$ cat src/rtl/rr_arbiter4.sv
// Four-way round-robin arbiter with one-hot registered grant and a single turnaround state.
// Define ARB_TIMEOUT_EN to force release of grants held for MAX_HOLD cycles.
module rr_arbiter4 #(
    parameter int MAX_HOLD = 8
) (
    input  logic       clk,
    input  logic       rstn,
    input  logic [3:0] req,
    output logic       any_req,
    output logic [3:0] gnt,
    output logic [1:0] gnt_idx,
    output logic       gnt_valid,
    output logic       timeout
);

    typedef enum logic [1:0] {IDLE, BUSY, TURN} state_t;

    state_t     r_state;
    logic [1:0] r_ptr;
    logic [3:0] r_gnt;
    logic [1:0] r_idx;
    logic       r_valid;
    logic       r_timeout;
    logic [1:0] w_winner;
    logic [1:0] w_cand;
    logic       w_found;
    logic       w_force;

    assign any_req   = |req;
    assign gnt       = r_gnt;
    assign gnt_idx   = r_idx;
    assign gnt_valid = r_valid;
    assign timeout   = r_timeout;

    // Scan from ptr upward, wrapping, and take the first active request
    always_comb begin
        w_winner = r_ptr;
        w_cand   = r_ptr;
        w_found  = 1'b0;
        for (int k = 0; k < 4; k++) begin
            w_cand = r_ptr + 2'(k);
            if (!w_found && req[w_cand]) begin
                w_winner = w_cand;
                w_found  = 1'b1;
            end
        end
    end

`ifdef ARB_TIMEOUT_EN
    logic [7:0] r_hold_cnt;

    assign w_force = (r_hold_cnt == 8'(MAX_HOLD - 1));

    always_ff @(posedge clk) begin
        if (!rstn)                   r_hold_cnt <= 8'd0;
        else if (r_state == BUSY)    r_hold_cnt <= r_hold_cnt + 8'd1;
        else                         r_hold_cnt <= 8'd0;
    end
`else
    // Grants never expire in this build; the expression is constant false over the legal range
    assign w_force = (MAX_HOLD == 0);
`endif

    always_ff @(posedge clk) begin
        if (!rstn) begin
            r_state   <= IDLE;
            r_ptr     <= 2'd0;
            r_gnt     <= 4'd0;
            r_idx     <= 2'd0;
            r_valid   <= 1'b0;
            r_timeout <= 1'b0;
        end else begin
            r_timeout <= 1'b0;
            case (r_state)
                IDLE: begin
                    if (any_req) begin
                        r_state <= BUSY;
                        r_gnt   <= 4'b0001 << w_winner;
                        r_idx   <= w_winner;
                        r_valid <= 1'b1;
                    end
                end
                BUSY: begin
                    if (!req[r_idx] || w_force) begin
                        r_state   <= TURN;
                        r_gnt     <= 4'd0;
                        r_valid   <= 1'b0;
                        r_ptr     <= r_idx + 2'd1;
                        r_timeout <= req[r_idx] && w_force;
                    end
                end
                TURN:    r_state <= IDLE;
                default: r_state <= IDLE;
            endcase
        end
    end

endmodule

$ cat config.mk
export PLATFORM = sky130hd
export DESIGN_NAME = rr_arbiter4
export DESIGN_NICKNAME = d
export VERILOG_FILES = /design/src/rtl/rr_arbiter4.sv
export SDC_FILE = /design/constraint.sdc
export NUM_CORES = 1
export LEC_CHECK = 0
export CAP_MARGIN = 20
export CORE_MARGIN = 1
export CORE_UTILIZATION = 30
export DETAILED_ROUTE_END_ITERATION = 6
export PLACE_DENSITY = 0.49
export SYNTH_ARGS = -nofsm -noshare
export SYNTH_HDL_FRONTEND = slang
export SYNTH_SLANG_ARGS = --single-unit
export TNS_END_PERCENT = 10
$ cat constraint.sdc
create_clock -name clk -period 1.95 [get_ports clk]
set_clock_uncertainty 0.15 [all_clocks]
set_input_delay 0.2925 -clock clk [delete_from_list [all_inputs] [get_ports clk]]
set_output_delay 0.2925 -clock clk [all_outputs]
set_load 0.01 [all_outputs]
# ---- After elaboration in Yosys (flattened, before gate mapping)
# Index checks and enable logic that the tools add are counted.
dict set report classes {
  n_lt_le_gt_ge 5
  mux 25
  add_sub_neg 4
  shift 1
  bitwise_logic 1
  n_eq_ne 3
  reduce_logical 13
}
# operator n
set op_table {}
lappend op_table {{< comparator 2 x 3 -> 1 bit (second input constant)} 5}
lappend op_table {{binary-select mux 1 bit (select 2 bit)} 5}
lappend op_table {{two-way mux 1 bit} 10}
lappend op_table {{two-way mux 2 bit} 5}
lappend op_table {{two-way mux 4 bit} 2}
lappend op_table {{case mux 4 bit (2 select lines)} 1}
lappend op_table {{AND reduction 2 bit} 3}
lappend op_table {{adder 2 x 1 -> 2 bit (second input constant)} 2}
lappend op_table {{adder 2 bit (second input constant)} 2}
lappend op_table {{!= test 2 bit (second input constant)} 2}
lappend op_table {{case mux 2 bit (2 select lines)} 1}
lappend op_table {{OR reduction 4 bit} 1}
lappend op_table {{<< shifter 1 x 2 -> 4 bit (first input constant)} 1}
lappend op_table {{logical AND 1 bit} 3}
lappend op_table {{zero test 1 bit} 3}
lappend op_table {{AND reduction 3 bit} 1}
lappend op_table {{equality test 2 x 1 -> 1 bit (second input constant)} 1}
lappend op_table {{zero test 2 bit} 1}
lappend op_table {{case mux 1 bit (2 select lines)} 1}
lappend op_table {{nonzero test 2 bit} 1}
lappend op_table {{NOT 1 bit} 1}
dict set report word_totals {
  register_bits 11
  out_inout_bits 9
  input_bits 6
  wordCells 57
}

# ---- Logic depth before layout (Yosys ltp)
dict set report logic_depth {
  depth_word 15
  mapped_depth 6
  mapped_depth_nobuf 5
}

# ---- Worst setup path after synthesis
# OpenSTA, ideal clock, no wires.
dict set report synth_path {
  path_type {flip-flop to flip-flop}
  from {reg r_idx[0], in the netlist gnt_idx[0]}
  to {reg r_ptr[1]}
  setup_ps 116
  period_less_slack_ps 1701
  arrival_time_ps 1435
  setup_slack_ps 249
  stages_incl_launch_ff 5
  required_time_ps 1684
  path_cell_list {dfxtp_1 mux4_1 nor2_1 nand2_1 o211a_1}
}
dict set report synth_between {
  elab_chain_len 4
  elab_cells_between_ends 5
}
# element line
set synth_lines {}
lappend synth_lines {{from (decl)} 21} ;# logic [1:0] r_idx;
lappend synth_lines {{from (signal assigned)} 79} ;# r_idx <= w_winner;
lappend synth_lines {{binary-select mux 1 bit (select 2 bit)} -}
lappend synth_lines {{two-way mux 1 bit (not written as such)} 84} ;# if (!req[r_idx] || w_force) begin
lappend synth_lines {{NOT 1 bit (no source line)} -}
lappend synth_lines {{AND reduction 2 bit (no source line)} -}
lappend synth_lines {{to (signal assigned)} 88} ;# r_ptr <= r_idx + 2'd1;
lappend synth_lines {{to (decl)} 19} ;# logic [1:0] r_ptr;
# Parallel ways exist; a longest one is shown, timed or not. The select of a mux whose other input is x is not followed.
# A chain may end at the register's enable or synchronous reset.

# ---- Worst setup path after layout
dict set report layout_path {
  from {in req[1]}
  to {out any_req}
}
dict set report layout_between {
  elab_chain_len 1
}
# element line
set layout_lines {}
lappend layout_lines {{from (decl)} 8} ;# input logic [3:0] req,
lappend layout_lines {{OR reduction 4 bit} 29} ;# assign any_req = |req;
lappend layout_lines {{to (decl)} 9} ;# output logic any_req,
# Every way passes these cells.

==> run_results.csv <==
group,metric,value,unit
pwr,p_leak,0.394,nW
min_path,worstHoldStart,"gnt[1]$_SDFFE_PN0P_",
worst_setup_path,crit_chain,"clkdlybuf4s50_1 > nor4_4 > inv_1 > dlygate4sd2_1",
grt,grt-ovfl-total,0,
routing,dr_total_vias,604,
clock_tree,cts_buffer_depth,2,
die,start_util,0.318,
die,die_y,47.6,um
pwr,p_clk_frac,0.234,
yosys,syn_area_per_cell,8.55,um2
yosys,synth_edf_count,0,
sta,rsz0062_at_grt,"yes",
placed_design,hpwl,1170,um
placed_design,dp.cells,125,
routing,detail-route-antenna-nets,0,
min_path,hold_path_class,"flop to flop",
pwr,p_comb_frac,0.352,
worst_setup_path,endpoint_kind,"primary output",
yosys,synth_most_common_cell,"dfxtp_1",
yosys,synthTopCellsByArea,"dfxtp_1 35%, a21boi_0 6.0%, nand2_1 4.8%, mux4_1 4.2%, a21oi_1 4.0%",
die,die_w,47.6,um
routing,dr.pass1.iters,4,
pwr,vdd_drop_max,0.440,mV
clock_tree,clkLatencyLatePin,0.27,ns
grt,grt_pass1_wl,2470,um
yosys,synth_commonest_cells,"11 x dfxtp_1, 8 x nand2_1, 5 x a21boi_0, 5 x a21oi_1, 4 x inv_1",
clock_tree,clk_pin_slew,0.07,ns
worst_setup_path,cp.required,1.51,ns
die,num_io_pins,15,
status,status,"completed",
pwr,powerDensity,721,nW/um2
sta,fmax,0.525,GHz
yosys,ys_warn_count,0,
clock_tree,htree_levels,1,
sta,maxSlewViolCount,0,
run,drv_cap,0,
worst_setup_path,rrSetupSlack,0.32,ns
yosys,yosys.area.top_type,"dfxtp_1",
sta,holdWs,0.318,ns
sta,hold_viol_final,0,
yosys,ys_ff_latch,11,
routing,drt_iter0_markers,5,
worst_setup_path,regToRegStartpoint,"r_ptr[1]$_SDFFE_PN0P_",
yosys,synthesis.area,624,um2
routing,routed_wl,1480,um
sta,setup_viol,0,
worst_setup_path,cp-start-kind,"input port",
yosys,synth_cells,73,
placed_design,finalWeightedCongestion,0.796,
pwr,switching_share,0.308,
worst_setup_path,startpoint,"req[1]",
sta,finalCritPeriodShare,0.976,
die,core_area,1960,um2
cells_and_area,area_growth,48.7,%
routing,avgRoutedWirePerCell,11.5,um
worst_setup_path,critical_path.max_stage_delay,0.46,ns
clock_tree,cts_tree,"done",
yosys,synthArstFlopShare,0,
yosys,synth_cell_types,34,
placed_design,port_buffers,13,
cells_and_area,diodes,0,
yosys,netlist.area_leader.share,0.353,
grt,grt_max_degree,13,
cells_and_area,finalNonFillerCells,129,
cells_and_area,final_nets,109,
sta,period_needed,1.90,ns
worst_setup_path,arrival,1.46,ns
pwr,p_int,0.463,mW
pwr,seq_power_share,0.414,
grt,grt_pass1_vias,551,
die,dieArea,2270,um2
yosys,synth_top_flop_cell,"dfxtp_1",
grt,antenna_found_initial,0,
clock_tree,post_cts_buffers,0,
worst_setup_path,worstSetupPathType,"input port to primary output",
die,rows,16,
pwr,switchingPower,0.206,mW
worst_setup_path,slowest_stage,"clkdlybuf4s50_1",
worst_setup_path,path_max_fanout,2,
cells_and_area,layout-drive-gt1-share,0.235,
routing,drc,0,
sta,fin_tns_setup,0,ns
clock_tree,cts_root_buffer,"clkbuf_4",
clock_tree,cts.sinks,11,
yosys,syn_nets,79,
routing,vias_per_cell,4.68,
grt,grt_use_total,0.162,
yosys,ys_seq_area_frac,0.353,
clock_tree,cts_buffers,3,
-- repair_timing --
item,in CTS,in global routing
pin swaps,1,3
hold buffers,0,0
endpoints found under the setup margin,1,4
gates resized for setup,3,5
-- worst max-delay path: cells and delay by family --
family	cells	cell delay [ns]
buf+inv	3	0.85
simple gates	1	0.31
-- cells in the final DEF (no fill, tap or decap), types with 2 or more instances in the layout --
| cell | Yosys | layout |
|---|---|---|
| o21ai_0 | 3 | 3 |
| buf_4 | 1 | 15 |
| clkbuf_4 | 0 | 3 |
| dfxtp_1 | 11 | 11 |
| nand2b_1 | 3 | 3 |
| nor4_4 | 1 | 2 |
| or2b_1 | 2 | 2 |
| a21boi_0 | 5 | 4 |
| or3_1 | 2 | 2 |
| dlymetal6s2s_1 | 0 | 3 |
| nor2b_1 | 3 | 3 |
| a21oi_1 | 5 | 5 |
| o22ai_1 | 3 | 3 |
| clkdlybuf4s50_1 | 0 | 9 |
| nand3_1 | 2 | 2 |
| inv_1 | 4 | 4 |
| nand2_1 | 8 | 8 |
-- power groups by stage --
stage | logic (mW) | registers, mW | clock network (mW)
after CTS | 0.237 | 0.277 | 0.160
final | 0.236 | 0.277 | 0.157
after floorplan | 0.117 | 0.286 | 0
after detailed placement | 0.233 | 0.282 | 0
after global routing | 0.258 | 0.283 | 0.172
after global placement | 0.234 | 0.283 | 0
-- per-stage QoR --
step                      setup WS (ns)  total power [mW]  area (um2)  utilization
after floorplan                   0.249             0.402         624            -
after global placement           -0.287             0.518         885        0.451
after detailed placement         -0.270             0.516         885        0.451
after CTS                        0.0255             0.675         925        0.471
after global routing           -0.00875             0.712         928        0.473
final                            0.0470             0.669         928        0.473
-- state kept, by name (all words and copies together) (netlist names) --
name / flops
gnt: 4
gnt_idx: 2
r_ptr: 2
r_state: 2
gnt_valid: 1
-- per-layer routing --
metal  global-route usage  share of wire  wire length, um  up-vias
met5                    0              0                0        -
met4               0.0500         0.0095               14        0
met3               0.0566          0.039               58        2
met2                0.249           0.44              658        9
met1                0.214           0.51              748      277
li1                     -              -                -      316
-- cell families after synthesis --
family / after synthesis / share of synthesized area
AOI/OAI and AO/OA: 23 / 0.249
xor gates and xnor gates: 1 / 0.0140
muxes: 2 / 0.0601
and+or+nand+nor: 28 / 0.269
other: 1 / 0.00601
DFF: 11 / 0.353
buffers and inverters: 7 / 0.0501
-- layout make-up --
type                    instances  area (um2)
multi-input cells              55         384
fillers                       206        1030
clock buffers                   4        26.3
flip-flops and latches         11         220
repair buffers                 28         249
well taps                      27        33.8
inverters                       4        15.0
-- path summary, 6_finish.rpt --
| path | cells after the start | endpoint |
|---|---|---|
| hold / removal | 2 | gnt[1]$_SDFFE_PN0P_ |
| setup reg to reg | 6 | gnt[2]$_SDFFE_PN0P_ |
| hold reg to reg | 2 | gnt[1]$_SDFFE_PN0P_ |
| setup / recovery | 4 | any_req |
Note: power is estimated with default switching activity, not from simulation.
==> patch, RTL diff (config.mk and constraints unchanged) <==
Add a define of `ARB_TIMEOUT_EN`.
--- a/src/rtl/rr_arbiter4.sv
+++ b/src/rtl/rr_arbiter4.sv
@@ -1,4 +1,6 @@
 // Four-way round-robin arbiter with one-hot registered grant and a single turnaround state.
 // Define ARB_TIMEOUT_EN to force release of grants held for MAX_HOLD cycles.
+`define ARB_TIMEOUT_EN
+
 module rr_arbiter4 #(
     parameter int MAX_HOLD = 8
Check against the original RTL: not equivalent (a bounded check fails within 10 cycles, from zero or initial values and one cycle with rstn low).
==> patch against the unedited design <==
- the flow now finishes with violations (DRC)
- sequential cell count increased by 9
- sequential power increased by 74%
- area after synthesis increased by 47%
- power increased by 65%
- synthesized cell count increased by 42%
- global-route usage decreased by 1.1 points
- wire length increased by 51%
- setup slack got worse by 0.0054 ns
- final area increased by 39%
- sequential share of layout area increased by 7.5 points
- die area increased by 45%
- largest cell class unchanged
- largest power group unchanged
- highest routed layer unchanged
==> patch: results <==
run_status:
  status: "finished, violations left"
  violations: "DRC"
layout:
  top_register: "r_hold_cnt"
  nNetsFinal: 146
  stdcell_count: 169
  drive_gt1_share_pct: 19.6
  largest_reg_flops: 8
worst_setup_path:
  timing.rr.start: "r_hold_cnt[6]"
  crit_path_max_fanout: 6
  rr_worst_depth: 4
  cp_slowest_cell: "mux4_2"
  arrival_ns: 1.97
  rr_endpoint: "gnt[3]"
  r2r_slack_ns: 0.05
yosys:
  avgSynthCellArea_sq_um: 8.85
  yosysSeqAreaShare_pct: 43.5
  syn-num-nets: 111
  synth_commonest_cells: "dfxtp_1 (20), nor2_1 (10), nand2_1 (9)"
  synth.distinct_cells: 33
min_path:
  hold_path.class: "reg -> reg"
  min_from: "gnt_valid"
  worstHoldEndpoint: "gnt_valid"
global_route:
  grt_pass1_wl_microns: 3770
  grt_pass1_vias: 853
  grt_usage_pct: 15.1
place:
  place_congestion: 0.786
  io_buffers: 14
  dp_cells: 165
  dp_hpwl_microns: 1710
power_and_ir_drop:
  p_int_uw: 802
  p_leak_nw: 0.500
  ir_drop_mv: 0.349
clock_network:
  clk_latency_ns: 0.30
route:
  drc: 1
  wl_microns: 2240
  drt_iter0_markers: 27
  first_pass_iters: 6
## patch: power by group through the flow
stage / logic, mW / clock network, mW / registers (mW)
6_report: 0.277 / 0.342 / 0.483
5_1_grt: 0.305 / 0.376 / 0.491
4_1_cts: 0.278 / 0.359 / 0.484
3_5_place_dp: 0.276 / 0 / 0.493
3_3_place_gp: 0.277 / 0 / 0.493
2_1_floorplan: 0.136 / 0 / 0.496
## patch: logic make-up after synthesis
kind of cell	Yosys count	synth area share, %
and+or+nand+nor	47	26.5
AOI/OAI and AO/OA	27	20.2
DFF	20	43.5
xor gates and xnor gates	5	4.76
buffers and inverters	3	1.22
muxes	1	2.45
adders and majority gates	1	1.36
## patch: how the worst max path moves through the flow
stage,start,to,slack [ns],depth (start not counted)
detailed placement,req[0],gnt[3],-0.24,6
floorplan,gnt_idx[0],gnt[3],0.13,4
CTS,req[0],any_req,0.02,5
finish,req[0],gnt[3],0.04,6
global route,req[0],gnt[3],0.003,6
global placement,req[1],any_req,-0.27,5
## patch: timing repair
action | in CTS | in global routing
setup endpoints to repair | 1 | 3
pin swaps | 0 | 1
resized for setup | 3 | 3
gates cloned | 0 | 0
## patch: cell type report
type | count | area [sq um]
repair buffers | 31 | 270
multi-input cells | 81 | 515
flip-flops and latches | 20 | 402
clock buffers | 3 | 22.5
well taps | 31 | 38.8
inverters | 2 | 7.51
fillers | 296 | 1540
clock inverters | 1 | 30.0
## patch: metrics by stage
stage / hold WS (ns) / worst slack [ns] / instance area, sq um / power (mW)
6_report: 0.331 / 0.0416 / 1290 / 1.10
5_1_grt: 0.367 / 0.00309 / 1290 / 1.17
4_1_cts: 0.336 / 0.0173 / 1280 / 1.12
3_5_place_dp: 0.306 / -0.243 / 1220 / 0.768
3_3_place_gp: 0.299 / -0.272 / 1220 / 0.770
2_1_floorplan: 0.280 / 0.129 / 921 / 0.632
## patch: per-layer routing
layer  track usage [%]  vias to the layer above  routed length (microns)
met5                 0                        -                        0
met4              8.36                        0                       46
met1              20.5                      410                     1160
li1                  -                      453                        -
met2              22.9                       14                      965
met3              2.49                        5                       65
## patch: worst max-delay path: cells and delay by family
family	cells	cell delay [ns]
compound gates	3	0.61
mux	1	0.46
buf+inv	2	0.60
